===== src/rtl/mem_port_arbiter.sv =====
// Shares one synchronous memory port between the MIPS core and a loader/debug port.
// Zero-cycle grant/stall, reads return one cycle after grant; loader wins ties until the core has waited MAX_WAIT cycles.
module mem_port_arbiter #(
  parameter int ADDR_W   = 32,
  parameter int DATA_W   = 32,
  parameter int MAX_WAIT = 4
) (
  input  logic              clk,
  input  logic              rst,
  // core requester
  input  logic              core_req,
  input  logic              core_we,
  input  logic [ADDR_W-1:0] core_addr,
  input  logic [DATA_W-1:0] core_wdata,
  output logic              core_stall,
  output logic [DATA_W-1:0] core_rdata,
  output logic              core_rvalid,
  // loader requester
  input  logic              ld_req,
  input  logic              ld_we,
  input  logic [ADDR_W-1:0] ld_addr,
  input  logic [DATA_W-1:0] ld_wdata,
  input  logic              ld_halt,
  output logic              ld_gnt,
  output logic              ld_halted,
  output logic [DATA_W-1:0] ld_rdata,
  output logic              ld_rvalid,
  // memory
  output logic              mem_en,
  output logic              mem_we,
  output logic [ADDR_W-1:0] mem_addr,
  output logic [DATA_W-1:0] mem_wdata,
  input  logic [DATA_W-1:0] mem_rdata
);

  localparam int CNT_W = $clog2(MAX_WAIT + 1);
  localparam logic [CNT_W-1:0] WAIT_MAX = CNT_W'(MAX_WAIT);

  typedef enum logic [1:0] {
    RUN    = 2'd0,
    DRAIN  = 2'd1,
    HALTED = 2'd2
  } state_t;

  typedef struct packed {
    logic              we;
    logic [ADDR_W-1:0] addr;
    logic [DATA_W-1:0] wdata;
  } mem_req_t;

  state_t           state;
  state_t           state_nxt;
  logic [CNT_W-1:0] wait_cnt;
  logic             core_grant;
  logic             loader_grant;
  logic             core_rd_q;
  logic             ld_rd_q;
  mem_req_t         core_fields;
  mem_req_t         ld_fields;
  mem_req_t         sel_fields;

  // state register
  always_ff @(posedge clk or negedge rst) begin
    if (!rst) begin
      state <= RUN;
    end else begin
      state <= state_nxt;
    end
  end

  // next-state logic; a halt request dropped during DRAIN returns straight to RUN
  always_comb begin
    state_nxt = state;
    unique case (state)
      RUN:     state_nxt = ld_halt ? DRAIN : RUN;
      DRAIN:   state_nxt = ld_halt ? HALTED : RUN;
      HALTED:  state_nxt = ld_halt ? HALTED : RUN;
      default: state_nxt = RUN;
    endcase
  end

  // grant logic: the core is shut out from the cycle ld_halt is seen until RUN resumes
  always_comb begin
    core_grant   = 1'b0;
    loader_grant = 1'b0;
    unique case (state)
      RUN: begin
        if (ld_halt) begin
          loader_grant = ld_req;
        end else if (core_req && ld_req) begin
          core_grant   = (wait_cnt == WAIT_MAX);
          loader_grant = (wait_cnt != WAIT_MAX);
        end else begin
          core_grant   = core_req;
          loader_grant = ld_req;
        end
      end
      default: begin
        loader_grant = ld_req;
      end
    endcase
  end

  assign core_stall = core_req & ~core_grant;
  assign ld_gnt     = ld_req & loader_grant;
  assign ld_halted  = (state == HALTED);

  assign core_fields = '{we: core_we, addr: core_addr, wdata: core_wdata};
  assign ld_fields   = '{we: ld_we,   addr: ld_addr,   wdata: ld_wdata};
  assign sel_fields  = core_grant ? core_fields : ld_fields;

  assign mem_en    = core_grant | loader_grant;
  assign mem_we    = mem_en & sel_fields.we;
  assign mem_addr  = sel_fields.addr;
  assign mem_wdata = sel_fields.wdata;

  // starvation counter: counts consecutive denied core cycles, saturating
  always_ff @(posedge clk or negedge rst) begin
    if (!rst) begin
      wait_cnt <= '0;
    end else if (state != RUN || !core_req || core_grant) begin
      wait_cnt <= '0;
    end else if (core_stall && wait_cnt != WAIT_MAX) begin
      wait_cnt <= wait_cnt + 1'b1;
    end
  end

  // owner tag of the read in flight; only one can be outstanding per cycle
  always_ff @(posedge clk or negedge rst) begin
    if (!rst) begin
      core_rd_q <= 1'b0;
      ld_rd_q   <= 1'b0;
    end else begin
      core_rd_q <= core_grant & ~core_we;
      ld_rd_q   <= loader_grant & ~ld_we;
    end
  end

  assign core_rvalid = core_rd_q;
  assign ld_rvalid   = ld_rd_q;
  assign core_rdata  = mem_rdata;
  assign ld_rdata    = mem_rdata;

  a_one_grant : assert property (@(posedge clk) disable iff (!rst)
    !(core_grant && loader_grant));
  a_one_rvalid : assert property (@(posedge clk) disable iff (!rst)
    !(core_rvalid && ld_rvalid));

endmodule


===== config.mk =====
export PLATFORM = sky130hd
export DESIGN_NAME = mem_port_arbiter
export DESIGN_NICKNAME = d
export VERILOG_FILES = /design/src/rtl/mem_port_arbiter.sv
export SDC_FILE = /design/constraint.sdc
export NUM_CORES = 1
export LEC_CHECK = 0
export ABC_CLOCK_PERIOD_IN_PS = 2680
export BUFFER_PORTS_ARGS = -buffer_cell sky130_fd_sc_hd__buf_4
export CAP_MARGIN = 0
export CORE_AREA = 2 2 118 120
export DETAILED_ROUTE_END_ITERATION = 8
export DIE_AREA = 0 0 120 122
export GPL_TIMING_DRIVEN = 0
export PLACE_DENSITY_LB_ADDON = 0.08
export SYNTH_ARGS = -nofsm -noshare
export SYNTH_HDL_FRONTEND = slang
export SYNTH_SLANG_ARGS = --single-unit

===== constraint.sdc =====
create_clock -name clk -period 2.68 [get_ports clk]
set_input_delay 0.536 -clock clk [delete_from_list [all_inputs] [get_ports clk]]
set_output_delay 0.536 -clock clk [all_outputs]
set_load 0.05 [all_outputs]

== Word-level counts from Yosys, hierarchy flattened ==
Index checks and enable logic that the tools add are counted.

* Add/subtract/negate cells: 1
* Shift-type cells: 0
* Bitwise logic cells: 9
* $lt $le $gt $ge: 0
* $mul: 0
* Reductions and logical operators: 9
* Eq/ne operators: 4
* Muxes and demuxes: 12
* Div/mod/pow operators: 0

{| class="wikitable"
|+ Operators by type and width
! cell !! count
|-
| 65-bit 2-to-1 mux || 1
|-
| 1-bit 2-to-1 mux || 7
|-
| 3-bit 2-to-1 mux || 2
|-
| 1-bit AND || 5
|-
| 2-bit case mux with 2 select lines || 1
|-
| 2-bit nonzero test || 2
|-
| 3-bit by 1-bit adder with 3-bit output (second input constant) || 1
|-
| 3-bit == test (second input constant) || 1
|-
| 3-bit != test (second input constant) || 1
|-
| 1-bit NOT || 3
|-
| 2-bit by 1-bit == test with 1-bit output (second input constant) || 1
|-
| 2-bit == test (second input constant) || 1
|-
| 1-bit logical AND || 2
|-
| 2-bit zero test || 1
|-
| 1-bit logical OR || 2
|-
| 2-bit 2-to-1 mux || 1
|-
| 2-bit OR reduction || 1
|-
| 1-bit zero test || 1
|-
| 1-bit bitwise OR || 1
|}

* Bits in writable memories: 0
* Bits in latches: 0
* Memories: 0
* Bits in registers: 7
* Memory bits (read-only): 0

== Logic depth before layout (Yosys ltp) ==
* Word-level depth: 9
* Gate-level depth with buffers: 6
* Mapped depth without buffers: 5

== Least setup slack after synthesis ==
OpenSTA, ideal clock, no wires.

* Path type: register to output
* Start: reg wait_cnt[0]
* End: out core_stall
* Data required time: 2144 ps
* Path slack: 414 ps
* Stages on the path, launching flop included: 7
* Arrival time: 1730 ps
* Path buffers: 1
* Path through: dfrtp_1 -> inv_1 -> ha_1 -> nand2_1 -> a21oi_2 -> buf_4 -> nor2b_1

* Longest elaborated chain between the ends: 6

{| class="wikitable"
|+ Ends and longest elaborated chain
! what !! line !! text
|-
| from (decl) || 53 || <nowiki>logic [CNT_W-1:0] wait_cnt;</nowiki>
|-
| from (signal assigned) || 124 || <nowiki>wait_cnt <= wait_cnt + 1'b1;</nowiki>
|-
| 3-bit == test || 91 || <nowiki>core_grant = (wait_cnt == WAIT_MAX);</nowiki>
|-
| 1-bit 2-to-1 mux || 90 || <nowiki>end else if (core_req && ld_req) begin</nowiki>
|-
| 1-bit 2-to-1 mux || 88 || <nowiki>if (ld_halt) begin</nowiki>
|-
| 1-bit 2-to-1 mux || 86 || <nowiki>unique case (state)</nowiki>
|-
| 1-bit NOT || 104 || <nowiki>assign core_stall = core_req & ~core_grant;</nowiki>
|-
| 1-bit AND || 104 ||
|-
| to (decl) || 15 || <nowiki>output logic core_stall,</nowiki>
|}

Every way passes these cells.

== Final worst setup path ==
* Start: reg wait_cnt[0]
* End: out mem_addr[3]

* Longest elaborated chain between the ends: 5

{| class="wikitable"
|+ Ends and longest elaborated chain
! what !! line !! text
|-
| 3-bit == test || 91 ||
|-
| 1-bit 2-to-1 mux || 90 ||
|-
| 1-bit 2-to-1 mux || 88 ||
|-
| 1-bit 2-to-1 mux || 86 ||
|-
| 65-bit 2-to-1 mux || 110 || <nowiki>assign sel_fields = core_grant ? core_fields : ld_fields;</nowiki>
|-
| to (decl) || 31 || <nowiki>output logic [ADDR_W-1:0] mem_addr,</nowiki>
|}

Every way passes these cells.

==> results.toml <==
[outcome]
outcome = "complete, no violations"

[power_and_ir_drop]
clock_power_share_pct = 16.5
sw_share_pct = 48.1
pwr_density_cell_nw_per_um2 = 379
leakage_nw = 2.14
ir_drop_uv = 174
sequential_cell_fraction_of_total_power_pct = 8.4
power_mw = 1.56
fraction_of_power_consumed_by_combinational_cells_pct = 75.1
net-switching-power_mw = 0.748
cell_internal_pwr_mw = 0.809

[timing]
timing.final.crit_period_ns = 2.56
grt_setup_unrepaired = "false"
clock_skew_ns = 0.000558
fin_tns_setup_ns = 0
worst-slew-pin-transition_ns = 0.173
slew_headroom_pct = 88.4
timing.hold.ws_ns = 0.111
number_of_endpoints_with_negative_hold_slack_in_the_final_report = 0
fin_crit_sh_pct = 95.6
finalSetupViolCount = 0
final_max_slew_viol_count = 0
timing.fmax_mhz = 390

[clocking]
clock_pin_slew_worst_setup_and_hold_paths_ns = 0.04
clk_latency_ns = 0.23
tritoncts = "built"
cts_root_buffer = "sky130_fd_sc_hd__clkbuf_16"
clockBufferDepth = 2
cts-buffers-inserted = 3
clkSinkCount = 7
holdBufCountCts = 0
htree_num_levels = 1

[final_layout]
synthToLayoutAreaGrowth_pct = 152
finalCoreUtilization_pct = 30.4
antennaDiodeCount = 0
filler_cells_inserted = 1433
share_of_layout_cells_above_drive_strength_1_pct = 92.2
final_net_count = 620

[floorplanning]
fp.coreArea_um2 = 13500
dieArea_um2 = 14600
die_w_um = 120
floorplan.initialDensity_pct = 12.1
io_pins = 302
die_y_um = 122
rows = 43

[place]
portBuffers = 269
dp_hpwl_um = 7800
gp_routability_congestion = 0.730

[detailed_routing]
drc = 0
post_drt_antenna_nets = 0
detail_route.first_pass.iterations = 3
detailedRoute.firstIterationViolations = 29
wl_per_cell_um = 13.7
routed-via-count = 2194
post_drt_via_cell_ratio = 3.50
route.final.wire_length_um = 8610

[synthesis]
synth-simple-area-share_pct = 4.68
synth_edf_count = 0
synth_xor_area_share_pct = 0.537
synth.cell_area_um2 = 1630
postSynthNetCount = 343
yosys.area.top_type = "sky130_fd_sc_hd__mux2_2"
netlist_instances = 171
synth.yosys.seq_area_share_pct = 10.7
synthesis.yosys.warnings = 0
synth_async_sr_flop_share_pct = 100
synth_cell_type_count = 19
ys_seq_elements = 7
post_synth_fa_ha_maj_area_fraction_pct = 3.83
synth_flop_cell = "sky130_fd_sc_hd__dfrtp_1"
synth.mux.area_fraction_pct = 44.8
synth_compound_area_share_pct = 1.84
synth_top_area_share_pct = 40.7
main_combinational_cell_family_by_area_after_synthesis = "multiplexers"
synthTopCellsByArea = "sky130_fd_sc_hd__mux2_2 41%, sky130_fd_sc_hd__buf_4 33%, sky130_fd_sc_hd__dfrtp_1 11%, sky130_fd_sc_hd__ha_1 3.8%, sky130_fd_sc_hd__mux2_1 3.5%"
avgSynthCellArea_um2 = 9.54

[worst_setup_path]
ordered_list_of_cells_on_the_worst_path = "inv_1 -> ha_1 -> nand2_2 -> a21oi_4 -> buf_12 -> buf_12 -> mux2_2 -> buf_4"
critical_path.top_delay_family = "buffers and inverters"
critPathArrivalTime_ns = 2.02
timing.critical_path.slowest_cell_delay_ns = 0.39
setup_cp_type = "reg -> out"
worst_setup_path_end_kind = "output pin"
slowest_stage = "sky130_fd_sc_hd__dfrtp_1"
worst-endpoint-required_ns = 2.14
cp-start-kind = "flip-flop"
critPathMostFrequentCell = "sky130_fd_sc_hd__buf_12"
crit_buf_inv = 4
timing.critical_path.fanout_max = 10

[grt]
grt_pass1_vias = 2187
antenna_found_initial = 0
grt_start_max_net_pins = 11
gr-total-overflow = 0
grtUsageTotal_pct = 10.5
grt_pass1_wl_um = 11900

[worst_hold_path]
min_path_type = "in -> async"

[run]
drv.max_cap_violation_count = 0
registers in the layout, indices dropped and copies added, names as in the netlist:
name,cells
wait_cnt,3
state,2
core_rvalid,1
ld_rvalid,1
final cells by class:
cell class                 instances  area [µm²]  share of cell area, %
timing repair buffer             272        2060                   50.2
multi-input combinational         89         931                   22.7
buffer                            71         621                   15.1
tap                              180         225                   5.48
sequential                         7         175                   4.26
clock buffer                       3        75.1                   1.83
inverter                           4        15.0                  0.365
clock inverter                     1        5.00                  0.122
cell families (layout without fill, tap and decap cells):
family          count (synthesis)  count (layout)
buf+inv                        75             351
flops                           7               7
compound gates                  4               4
fa+ha+maj                       5               5
simple gates                   14              14
mux                            65              65
xor+xnor                        1               1
what timing repair did:
item                                    4_1_cts  5_1_grt
buffers inserted                              2        1
pin swaps                                     1        2
endpoints found under the setup margin       65       64
hold endpoints to repair                      0        0
gates resized for setup                       1       29
path summary, 6_finish.rpt:
path / cells past startpoint / slack, ns / endpoint / start
worst max-delay path: 8 / 0.12 / mem_addr[3] / wait_cnt[0]
worst min-delay path: 1 / 0.11 / wait_cnt[1] / rst
worst max register to register: 7 / 1.24 / core_rvalid / wait_cnt[0]
worst min register to register: 2 / 0.58 / wait_cnt[0] / wait_cnt[0]
max in group asynchronous: 1 / 2.45 / state[0] / rst
min in group clk: 2 / 0.46 / core_rvalid / core_we
power by group through the flow:
| stage | clock network, mW | registers, mW | logic, mW |
|---|---|---|---|
| 2_1_floorplan | 0 | 0.134 | 0.753 |
| 3_3_place_gp | 0 | 0.131 | 1.13 |
| 3_5_place_dp | 0 | 0.132 | 1.13 |
| 4_1_cts | 0.265 | 0.130 | 1.15 |
| 5_1_grt | 0.271 | 0.133 | 1.23 |
| 6_report | 0.257 | 0.131 | 1.17 |
Yosys cell counts, types with 2 or more instances:
cell type	n
sky130_fd_sc_hd__ha_1	5
sky130_fd_sc_hd__nor3_1	3
sky130_fd_sc_hd__buf_4	71
sky130_fd_sc_hd__nor2b_1	3
sky130_fd_sc_hd__inv_1	4
sky130_fd_sc_hd__dfrtp_1	7
sky130_fd_sc_hd__mux2_1	5
sky130_fd_sc_hd__nand3b_1	2
sky130_fd_sc_hd__mux2_2	59
sky130_fd_sc_hd__nand2_1	3
stage by stage:
| step | setup slack [ns] | cell area, µm² | std cells |
|---|---|---|---|
| after floorplan | 0.414 | 1630 | 171 |
| after global placement | -0.0443 | 3880 | 620 |
| after detailed placement | -0.0716 | 3880 | 620 |
| after CTS | 0.0138 | 3990 | 626 |
| after global routing | 0.00624 | 4110 | 627 |
| final | 0.119 | 4110 | 627 |
layer usage:
metal,GRT usage (%),share of wire [%],up-vias
li1,-,-,1067
met1,10.7,31,986
met2,20.7,58,134
met3,3.32,9.8,7
met4,2.06,0.81,0
met5,0,0,-
placed cells by master (no fill, tap or decap), types with 3 or more instances in the layout:
| master | count |
|---|---|
| sky130_fd_sc_hd__nor3_1 | 3 |
| sky130_fd_sc_hd__mux2_1 | 4 |
| sky130_fd_sc_hd__buf_4 | 333 |
| sky130_fd_sc_hd__dfrtp_1 | 7 |
| sky130_fd_sc_hd__ha_1 | 4 |
| sky130_fd_sc_hd__mux2_2 | 60 |
| sky130_fd_sc_hd__nor2b_1 | 3 |
| sky130_fd_sc_hd__buf_12 | 8 |
| sky130_fd_sc_hd__clkbuf_16 | 3 |
No activity file was read; power rests on OpenSTA's default activity.
